`config.mk`:
```
export PLATFORM = sky130hd
export DESIGN_NAME = mem_arbiter
export DESIGN_NICKNAME = d
export VERILOG_FILES = /design/src/rtl/mem_arbiter_pkg.sv /design/src/rtl/mem_arbiter_arb_select.sv /design/src/rtl/mem_arbiter.sv
export SDC_FILE = /design/constraint.sdc
export NUM_CORES = 1
export LEC_CHECK = 0
export ABC_AREA = 1
export CAP_MARGIN = 20
export CORE_AREA = 2 2 148 92
export DETAILED_ROUTE_END_ITERATION = 6
export DIE_AREA = 0 0 150 94
export PLACE_DENSITY = 0.74
export SLEW_MARGIN = 0
export SYNTH_ARGS = -nofsm -noshare
export SYNTH_HDL_FRONTEND = slang
export SYNTH_SLANG_ARGS = --single-unit
```
`constraint.sdc`:
```
create_clock -name clk -period 2.36 [get_ports clk]
set_clock_uncertainty 0.05 [all_clocks]
set_input_delay 0.708 -clock clk [delete_from_list [all_inputs] [get_ports clk]]
set_output_delay 0.708 -clock clk [all_outputs]
set_load 0.05 [all_outputs]
```
`src/rtl/mem_arbiter_pkg.sv`:
```
// Shared types for the instruction/data memory arbiter.
package mem_arbiter_pkg;

    typedef logic [31:0] rv32i_word;
    typedef logic [3:0]  rv32i_mem_wmask;

    typedef enum logic [1:0] {
        IDLE    = 2'd0,
        SERVE_I = 2'd1,
        SERVE_D = 2'd2
    } mem_arb_state_t;

    // Command presented to physical memory; held for a whole transaction.
    typedef struct packed {
        logic           rd;
        logic           wr;
        rv32i_word      addr;
        rv32i_word      wdata;
        rv32i_mem_wmask be;
    } mem_cmd_t;

    localparam rv32i_mem_wmask BE_ALL = 4'b1111;

endpackage

```
`src/rtl/mem_arbiter_arb_select.sv`:
```
// Next-grant selection for the memory arbiter. D wins from IDLE; on
// completion of a D transaction, FAIR hands the bus to a waiting I port.
module arb_select
    import mem_arbiter_pkg::*;
#(
    parameter bit FAIR = 1'b1
) (
    input  mem_arb_state_t state_i,
    input  logic           i_req_i,
    input  logic           d_req_i,
    input  logic           mem_resp_i,
    output mem_arb_state_t next_o,
    output logic           grant_o
);

    // Next state and a strobe marking the edge a new transaction is granted.
    always_comb begin
        next_o  = state_i;
        grant_o = 1'b0;
        case (state_i)
            IDLE: begin
                if (d_req_i)      next_o = SERVE_D;
                else if (i_req_i) next_o = SERVE_I;
                else              next_o = IDLE;
            end
            SERVE_D: begin
                if (mem_resp_i) begin
                    if (FAIR && i_req_i) next_o = SERVE_I;
                    else if (d_req_i)    next_o = SERVE_D;
                    else                 next_o = IDLE;
                end
            end
            SERVE_I: begin
                if (mem_resp_i) begin
                    if (d_req_i)      next_o = SERVE_D;
                    else if (i_req_i) next_o = SERVE_I;
                    else              next_o = IDLE;
                end
            end
            default: next_o = IDLE;
        endcase
        // Grant only when the bus is free: from IDLE, or as the current
        // transaction completes (back-to-back).
        grant_o = (next_o != IDLE) && ((state_i == IDLE) || mem_resp_i);
    end

endmodule

```
`src/rtl/mem_arbiter.sv`:
```
// Two-port (instruction/data) arbiter in front of a single memory port.
// Memory command outputs are registered at the grant edge and held until
// the edge after mem_resp; responses are forwarded combinationally.
module mem_arbiter
    import mem_arbiter_pkg::*;
#(
    parameter bit FAIR = 1'b1
) (
    input  logic           clk,
    input  logic           rst,

    input  logic           i_read,
    input  rv32i_word      i_address,
    output rv32i_word      i_rdata,
    output logic           i_resp,

    input  logic           d_read,
    input  logic           d_write,
    input  rv32i_word      d_address,
    input  rv32i_word      d_wdata,
    input  rv32i_mem_wmask d_byte_enable,
    output rv32i_word      d_rdata,
    output logic           d_resp,

    output logic           mem_read,
    output logic           mem_write,
    output rv32i_word      mem_address,
    output rv32i_word      mem_wdata,
    output rv32i_mem_wmask mem_byte_enable,
    input  rv32i_word      mem_rdata,
    input  logic           mem_resp,

    output logic           busy
);

    mem_arb_state_t state_q, state_d;
    mem_cmd_t       cmd_q, cmd_d;
    logic           grant;
    logic           d_req;

    assign d_req = d_read | d_write;

    arb_select #(
        .FAIR (FAIR)
    ) u_arb_select (
        .state_i    (state_q),
        .i_req_i    (i_read),
        .d_req_i    (d_req),
        .mem_resp_i (mem_resp),
        .next_o     (state_d),
        .grant_o    (grant)
    );

    // Build the next memory command: load from the granted port, drop the
    // request after completion, otherwise hold.
    always_comb begin
        cmd_d = cmd_q;
        if ((state_q != IDLE) && mem_resp) begin
            cmd_d.rd = 1'b0;
            cmd_d.wr = 1'b0;
        end
        if (grant) begin
            if (state_d == SERVE_D) begin
                cmd_d.addr  = d_address;
                cmd_d.wdata = d_wdata;
                if (d_write) begin
                    // Write wins if the requester raises both strobes.
                    cmd_d.rd = 1'b0;
                    cmd_d.wr = 1'b1;
                    cmd_d.be = d_byte_enable;
                end else begin
                    cmd_d.rd = 1'b1;
                    cmd_d.wr = 1'b0;
                    cmd_d.be = BE_ALL;
                end
            end else begin
                cmd_d.addr  = i_address;
                cmd_d.wdata = '0;
                cmd_d.rd    = 1'b1;
                cmd_d.wr    = 1'b0;
                cmd_d.be    = BE_ALL;
            end
        end
    end

    // State and command registers; reset abandons any in-flight transaction.
    always_ff @(posedge clk or negedge rst) begin
        if (!rst) begin
            state_q <= IDLE;
            cmd_q   <= '0;
        end else begin
            state_q <= state_d;
            cmd_q   <= cmd_d;
        end
    end

    assign mem_read        = cmd_q.rd;
    assign mem_write       = cmd_q.wr;
    assign mem_address     = cmd_q.addr;
    assign mem_wdata       = cmd_q.wdata;
    assign mem_byte_enable = cmd_q.be;

    assign busy    = (state_q != IDLE);
    assign i_resp  = (state_q == SERVE_I) && mem_resp;
    assign d_resp  = (state_q == SERVE_D) && mem_resp;
    assign i_rdata = i_resp ? mem_rdata : '0;
    assign d_rdata = d_resp ? mem_rdata : '0;

endmodule

```
### Word-level counts from Yosys, hierarchy flattened

Cells that the tools add are included.
W data, S select, Z words.

| word-level totals | value |
|---|---|
| output and inout bits | 137 |
| input bits | 138 |
| register bits after elaboration | 72 |
| word-level logic and storage cells | 33 |

| operators by class | value |
|---|---|
| multiplexer cells | 14 |
| equality and inequality tests | 3 |
| reductions and logical operators | 9 |
| bitwise gates (word level) | 1 |

Operators with widths:

| kind | number |
|---|---|
| $mux W70 | 2 |
| $mux W32 | 2 |
| $mux W2 | 7 |
| $pmux W2 S3 | 1 |
| $reduce_bool A2 Y1 | 3 |
| $eq A2 B2 Y1 const B | 2 |
| $logic_and A1 B1 Y1 | 4 |
| $mux W4 | 1 |
| $eq A2 B1 Y1 const B | 1 |
| $logic_not A2 Y1 | 1 |
| $logic_or A1 B1 Y1 | 1 |
| $mux W1 | 1 |
| $or A1 B1 Y1 | 1 |

### Longest topological paths before layout

Gate-level depths: netlist of run 1.

| depth | value |
|---|---|
| depth in word-level cells | 8 |
| depth in mapped cells | 11 |
| mapped depth without buffers | 10 |

### Modules after synthesis

Synthesis of run 1 repeated with hierarchy kept, for this count alone.

| unflattened totals | value |
|---|---|
| cell total of the unflattened synthesis | 584 |
| area, all modules | 3,937.5 sq um |

By module, submodules not included:

| module | area an instance (sq um) | seq. area each (sq um) | instances | cells each |
|---|---|---|---|---|
| mem_arbiter | 3,847.4 | 1,801.7 | 1 | 564 |
| arb_select | 90.1 | 0.0 | 1 | 20 |

### Worst setup path before layout of run 1

OpenSTA, ideal clock, no wires.

| timing path | value |
|---|---|
| path kind | input to output |
| start point | in mem_resp |
| end point | out i_rdata[10] |
| buffers on the path | 1 |
| required time | 1.602 ns |
| stages | 5 |
| arrival time | 3.008 ns |
| slack | -1.406 ns |
| cell sequence | inv_2 nor3_1 inv_1 clkbuf_1 nor2_1 |

| between the ends | value |
|---|---|
| word-level cells in the longest chain between the ends | 2 |

RTL lines:

| item | RTL line | RTL |
|---|---|---|
| start, declared | mem_arbiter.sv:31 | `input logic mem_resp,` |
| $logic_and A1 B1 Y1 | mem_arbiter.sv:104 | `assign i_resp = (state_q == SERVE_I) && mem_resp;` |
| via i_resp | mem_arbiter.sv:15 | `output logic i_resp,` |
| $mux W32 | mem_arbiter.sv:106 | `assign i_rdata = i_resp ? mem_rdata : '0;` |
| end, declared | mem_arbiter.sv:14 | `output rv32i_word i_rdata,` |

The timed path passes the listed nets, and every way through them passes these cells.

### Worst setup path after layout of run 1

| timing path | value |
|---|---|
| start point | reg state_q[0] |
| end point | out i_rdata[29] |

| between the ends | value |
|---|---|
| word-level cells in the longest chain between the ends | 3 |

RTL lines:

| item | RTL line | RTL |
|---|---|---|
| start, declared | mem_arbiter.sv:36 | `mem_arb_state_t state_q, state_d;` |
| start signal, assigned | mem_arbiter.sv:92 | `state_q <= state_d;` |
| $eq A2 B1 Y1 | mem_arbiter.sv:104 |  |
| $logic_and A1 B1 Y1 | mem_arbiter.sv:104 |  |
| $mux W32 | mem_arbiter.sv:106 |  |

Every way passes these cells.

==> impl_metrics.py, run 1 <==
metrics = {
    "cells_and_area": {
        "drive_gt1_frac": 0.249,
        "finalNetCount": 980,
        "fin_area_mm2": 0.00833,
        "area_growth_pct": 122,
        "final_util": 0.659,
        "final_cell_mix": "nand2_1 (249), clkdlybuf4s50_1 (201), dfrtp_1 (71), nand3_1 (68), nor2_4 (62)",
        "mostFrequentLayoutCell": "nand2_1",
    },
    "clocking": {
        "cts_sinks": 72,
        "cts_buffers": 9,
        "root_buffer": "clkbuf_16",
        "cts_tree": "yes",
        "htreeDepth": 3,
        "clockBufferDepth": 2,
        "hold_buffers": 0,
        "clkTransAtPathRegs_ps": 60,
        "clock_latency_ps": 330,
    },
    "grt": {
        "grt_max_degree": 44,
        "grt_pass1_vias": 4576,
        "grt_pass1_wl_mm": 24.5,
        "grt_use_total": 0.225,
        "antenna_found_initial": 1,
        "grt_overflow": 0,
    },
    "synthesis": {
        "syn-num-nets": 690,
        "synth.yosys.seq_area_share": 0.480,
        "synth_top_area_share": 0.480,
        "synth_seq_cells": 72,
        "yosys_warnings": 0,
        "synth_cell_types": 18,
        "syn_inst": 552,
        "syn_area_per_cell_um2": 6.80,
        "synth_top_area_cell": "dfrtp_1",
        "netlist_area_mm2": 0.00375,
        "ys_top_cells_by_area": "dfrtp_1 (48%), nand2_1 (25%), nand3_1 (9.2%), nor2_1 (7.3%), inv_1 (4.0%)",
    },
    "timing": {
        "rsz0062_at_grt": "yes",
        "final_max_slew_viol_count": 0,
        "finalSetupViolCount": 1,
        "timing.final.crit_share": 1.00,
        "relSlewSlack": 0.641,
        "tightestPinTransition_ps": 538,
        "fin_crit_ps": 2370,
        "timing.final.ws_setup_ps": -7.08,
        "fmax_mhz": 422,
        "hold_viol": 0,
    },
    "placement": {
        "hpwlAfterDp_mm": 11.5,
        "place_ws_ps": -541,
        "io_buffers": 274,
        "post_dp_cell_area_mm2": 0.00749,
        "gp_congestion": 0.839,
    },
    "setup_path": {
        "r2r-start": "state_q[1]$_DFF_PN0_",
        "cp.arrival_ps": 1610,
        "rr_endpoint": "mem_wdata[12]$_DFFE_PN0P_",
        "path_class": "reg -> out",
        "crit_chain": "inv_2 > nor3_4 > inv_4 > buf_12 > nor2_4 > buf_6",
        "slowest_delay_ps": 400,
        "r2r_cells": 13,
        "endpoint_kind": "output pin",
        "worstPathRequired_ps": 1600,
        "crit_buf_inv": 4,
        "slowest_stage": "dfrtp_1",
        "ff2ff_setup_slack_ps": 280,
        "critPathMaxFanout": 7,
        "worst_path_dominant_cell_family": "buffers and inverters",
        "startpoint_type": "flop",
    },
    "detailed_routing": {
        "antenna_left": 0,
        "wl_met1_mm": 6.30,
        "drc_errors": 0,
        "avgViaCountPerCell": 4.46,
        "wl_per_cell_um": 15.3,
        "dr.first_iter.drc_count": 202,
        "dr.pass1.iters": 4,
        "met2WireLength_mm": 7.64,
        "route.top_layer_used": "met4",
        "wl_met3_mm": 1.34,
        "num_vias": 4541,
        "finalWirelength_mm": 15.5,
    },
    "floorplanning": {
        "die_y_um": 94,
        "pin_count": 275,
        "num_rows": 32,
        "coreArea_mm2": 0.0127,
        "dieWidth_um": 150,
        "fp.dieArea_mm2": 0.0141,
        "initial_core_util": 0.297,
    },
    "job": {
        "drv_cap": 0,
    },
    "hold_path": {
        "hold_class": "in -> async",
    },
    "outcome": {
        "violations": "setup timing",
        "status": "complete, but fails checks",
    },
    "power_and_ir_drop": {
        "finalPower_mw": 11.6,
        "p_leak_nw": 3.96,
        "ir_drop_mv": 0.841,
        "powerDensity_mw_per_mm2": 1400,
    },
}
how the worst max path moves through the flow:
stage                               startpoint          end  slack (ps)  cells after the start
after floorplan                       mem_resp  i_rdata[10]        -310                      5
final                     state_q[0]$_DFF_PN0_  i_rdata[29]          -7                      6
after CTS                             mem_resp  i_rdata[29]         -90                      8
after global placement                mem_resp  i_rdata[21]        -520                      8
after global routing      state_q[0]$_DFF_PN0_  i_rdata[29]         -90                      6
after detailed placement              mem_resp  i_rdata[29]        -540                      8
routing by layer:
layer  vias to the layer above  track usage
li1                       2264            -
met1                      2097        0.270
met2                       163        0.393
met3                        17       0.0689
met4                         0       0.0597
met5                         -            0
metrics by stage:
step                cells  hold slack, ps  setup TNS [ps]
floorplan             552             362           -9900
global placement      990             403          -47660
detailed placement    990             408          -49390
CTS                  1013             293           -2440
global route         1018             321           -1630
finish               1018             278           -7.08
cell usage after synthesis (all sizes together):
library cell	count
o21ai	2
nand2	250
nand3b	2
nor3	2
nand3	70
inv	44
dfrtp	72
o21a	1
clkbuf	15
nor2	73
a21oi	2
buf	19
state kept, by name, summed over array words and instances (netlist names):
| register | cells |
|---|---|
| mem_write | 1 |
| mem_wdata | 32 |
| mem_address | 32 |
| state_q | 2 |
| mem_byte_enable | 4 |
| mem_read | 1 |
where the power goes:
group	internal [mW]	switching, mW	leakage, nW	total [mW]
Sequential	1.84	0.319	0.891	2.16
Combinational	2.85	5.08	2.90	7.93
Clock	1.03	0.523	0.166	1.56
Total	5.73	5.92	3.96	11.6
cell families (layout without fill, tap and decap cells):
family / after synthesis / in the layout / synth area share
buf+inv: 78 / 373 / 0.0873
simple gates: 397 / 397 / 0.424
compound gates: 5 / 5 / 0.00833
flops: 72 / 72 / 0.480
other cells: 0 / 1 / 0
layout make-up:
type                    count  area (um^2)
well taps                 170          213
repair buffers            313         3670
inverters                  44          180
clock buffers               9          225
diodes                      1         2.50
clock inverters             7          120
multi-input cells         402         2120
flip-flops and latches     72         1800
fillers                  1017         4320
repair_timing:
action,in CTS,in global routing
pin swaps,6,3
gates resized for setup,76,12
setup buffers,3,3
endpoints found under the setup margin,66,109
cloned,4,2
Note: power is estimated with default switching activity, not from simulation.
==> run 2: changes to the inputs <==
--- a/config.mk
+++ b/config.mk
@@ -7,11 +7,12 @@
 export LEC_CHECK = 0
 export ABC_AREA = 1
 export CAP_MARGIN = 20
-export CORE_AREA = 2 2 148 92
+export CORE_AREA = 2 2 151 94
 export DETAILED_ROUTE_END_ITERATION = 6
-export DIE_AREA = 0 0 150 94
-export PLACE_DENSITY = 0.74
+export DIE_AREA = 0 0 153 96
+export PLACE_DENSITY = 0.73
 export SLEW_MARGIN = 0
 export SYNTH_ARGS = -nofsm -noshare
 export SYNTH_HDL_FRONTEND = slang
+export SYNTH_HIERARCHICAL = 1
 export SYNTH_SLANG_ARGS = --single-unit
==> impl_metrics.py, run 2 <==
metrics = {
    "cells_and_area": {
        "drive_gt1_frac": 0.231,
        "num_antenna_cells": 0,
        "area_growth_pct": 115,
        "finalNetCount": 1007,
        "final_util": 0.634,
        "mostFrequentLayoutCell": "clkdlybuf4s50_1",
        "final_cell_mix": "clkdlybuf4s50_1 (199), nand2_1 (186), inv_1 (108), buf_12 (77), dfrtp_1 (70)",
    },
    "setup_path": {
        "path_class": "in -> out",
        "worstPathRequired_ps": 1600,
        "slowest_delay_ps": 470,
        "r2r_cells": 11,
        "endpoint_kind": "output pin",
        "crit_chain": "clkdlybuf4s50_1 > inv_1 > nor2_2 > buf_12",
        "rr_endpoint": "mem_read$_DFFE_PN0P_",
        "ff2ff_setup_slack_ps": 560,
        "worst_path_dominant_cell_family": "buffers and inverters",
        "cp.arrival_ps": 1600,
        "critPathMaxFanout": 2,
        "crit_buf_inv": 3,
        "path_depth": 4,
        "slowest_stage": "clkdlybuf4s50_1",
        "startpoint_type": "primary input",
        "r2r-start": "state_q[1]$_DFF_PN0_",
    },
    "clocking": {
        "cts_tree": "yes",
        "root_buffer": "clkbuf_16",
        "cts_buffers": 9,
        "clockBufferDepth": 2,
        "clkTransAtPathRegs_ps": 60,
        "clock_latency_ps": 320,
        "cts_sinks": 72,
        "hold_buffers": 0,
        "htreeDepth": 3,
    },
    "floorplanning": {
        "die_y_um": 96,
        "coreArea_mm2": 0.0133,
        "num_rows": 33,
        "fp.dieArea_mm2": 0.0147,
        "initial_core_util": 0.295,
        "pin_count": 275,
        "dieWidth_um": 153,
    },
    "placement": {
        "gp_congestion": 0.822,
        "io_buffers": 274,
        "place_ws_ps": -331,
        "hpwlAfterDp_mm": 11.2,
    },
    "synthesis": {
        "synth_top_area_share": 0.458,
        "syn_area_per_cell_um2": 6.74,
        "ys.flop_type": "dfrtp_1",
        "synth_seq_cells": 72,
        "ys_top_cells_by_area": "dfrtp_1 (46%), nand2_1 (18%), inv_1 (10%), nand3_1 (8.8%), nor2_1 (6.3%)",
        "synth.yosys.seq_area_share": 0.458,
        "syn-num-nets": 722,
        "async_reset_ff_frac": 1.00,
        "netlist_area_mm2": 0.00394,
        "synth_top_area_cell": "dfrtp_1",
        "yosys_warnings": 6,
        "synth_common_cells": "nand2_1 (186), inv_1 (109), dfrtp_1 (72)",
        "synth_edf_count": 0,
        "yosysMostFrequentCell": "nand2_1",
        "syn_inst": 584,
        "synth_cell_types": 17,
    },
    "power_and_ir_drop": {
        "comb_power_share": 0.689,
        "intPower_mw": 5.76,
        "powerDensity_mw_per_mm2": 1350,
        "p_sw_mw": 5.64,
        "ir_drop_mv": 0.648,
        "pwr-share-clk": 0.128,
        "p_seq_frac": 0.183,
        "p_leak_nw": 4.10,
        "switching_share": 0.495,
        "finalPower_mw": 11.4,
    },
    "grt": {
        "grt_use_total": 0.201,
        "grt_max_degree": 40,
        "grt_overflow": 0,
        "grt_pass1_wl_mm": 23.2,
        "grt_pass1_vias": 4308,
        "antenna_found_initial": 0,
    },
    "detailed_routing": {
        "antenna_left": 0,
        "num_vias": 4597,
        "finalWirelength_mm": 16.2,
        "drc_errors": 0,
        "wl_per_cell_um": 15.5,
        "dr.pass1.iters": 4,
        "avgViaCountPerCell": 4.39,
        "dr.first_iter.drc_count": 244,
    },
    "hold_path": {
        "hold_class": "in -> async",
    },
    "timing": {
        "timing.final.ws_setup_ps": 1.93,
        "finalSetupViolCount": 0,
        "rsz0062_at_grt": "yes",
        "fmax_mhz": 424,
        "relSlewSlack": 0.639,
        "final_max_slew_viol_count": 0,
        "timing.final.crit_share": 0.999,
        "tightestPinTransition_ps": 540,
        "hold_ws_ps": 284,
        "hold_viol": 0,
        "fin_crit_ps": 2360,
    },
    "outcome": {
        "status": "completed",
    },
    "job": {
        "drv_cap": 0,
    },
}
run 2: final cells by class:
cell class,instances,area [um^2]
fillers,1132,4880
repair buffers,309,3950
flip-flops and latches,72,1800
multi-input cells,366,1740
inverters,111,424
clock buffers,10,239
well taps,175,219
clock inverters,5,81.3
run 2: routing by layer:
layer | global-route usage | routed length [um]
met5 | 0 | 0
met4 | 0.0355 | 112
met3 | 0.0626 | 1060
met2 | 0.354 | 7800
met1 | 0.250 | 7260
run 2: kinds of logic (layout without fill, tap and decap cells):
kind of cell	after synthesis	count (layout)	share of synthesized area
buffers and inverters	146	435	0.153
DFF	72	72	0.458
AOI/OAI and AO/OA	36	36	0.0458
and+or+nand+nor	330	330	0.344
run 2: how the worst max path moves through the flow:
stage | from | to | slack (ps)
finish | mem_rdata[16] | d_rdata[16] | 2
global placement | mem_resp | d_rdata[20] | -320
global route | d_read | mem_wdata[1]$_DFFE_PN0P_ | -20
floorplan | mem_resp | i_rdata[22] | -90
detailed placement | mem_resp | i_rdata[26] | -330
CTS | mem_resp | d_rdata[31] | -8
run 2: what timing repair did:
item	CTS	global route
pin swaps	1	7
setup endpoints to repair	66	120
cloned	2	9
gates resized for setup	73	30
setup buffers	0	6
run 2: stage by stage:
step,cells,cell area [um^2],setup TNS (ps)
after floorplan,584,3940,-5060
after global placement,1016,7630,-31830
after detailed placement,1016,7630,-33630
after CTS,1033,8200,-7.66
after global routing,1048,8460,-392
final,1048,8460,0
run 2: power by group through the flow:
stage / combinational, mW / sequential, mW / clock [mW]
after floorplan: 2.47 / 3.83 / 0
after global placement: 6.95 / 2.07 / 0
after detailed placement: 7.03 / 2.09 / 0
after CTS: 7.18 / 2.09 / 1.49
after global routing: 8.35 / 2.15 / 1.55
final: 7.86 / 2.08 / 1.46
==> run 3: changes to the inputs <==
--- a/config.mk
+++ b/config.mk
@@ -8,6 +8,7 @@
 export ABC_AREA = 1
 export CAP_MARGIN = 20
 export CORE_AREA = 2 2 151 94
+export CTS_CLUSTER_SIZE = 10
 export DETAILED_ROUTE_END_ITERATION = 6
 export DIE_AREA = 0 0 153 96
 export PLACE_DENSITY = 0.73
==> results of run 3 <==
No change in the layout: final DEF, timing and power equal those of run 2.
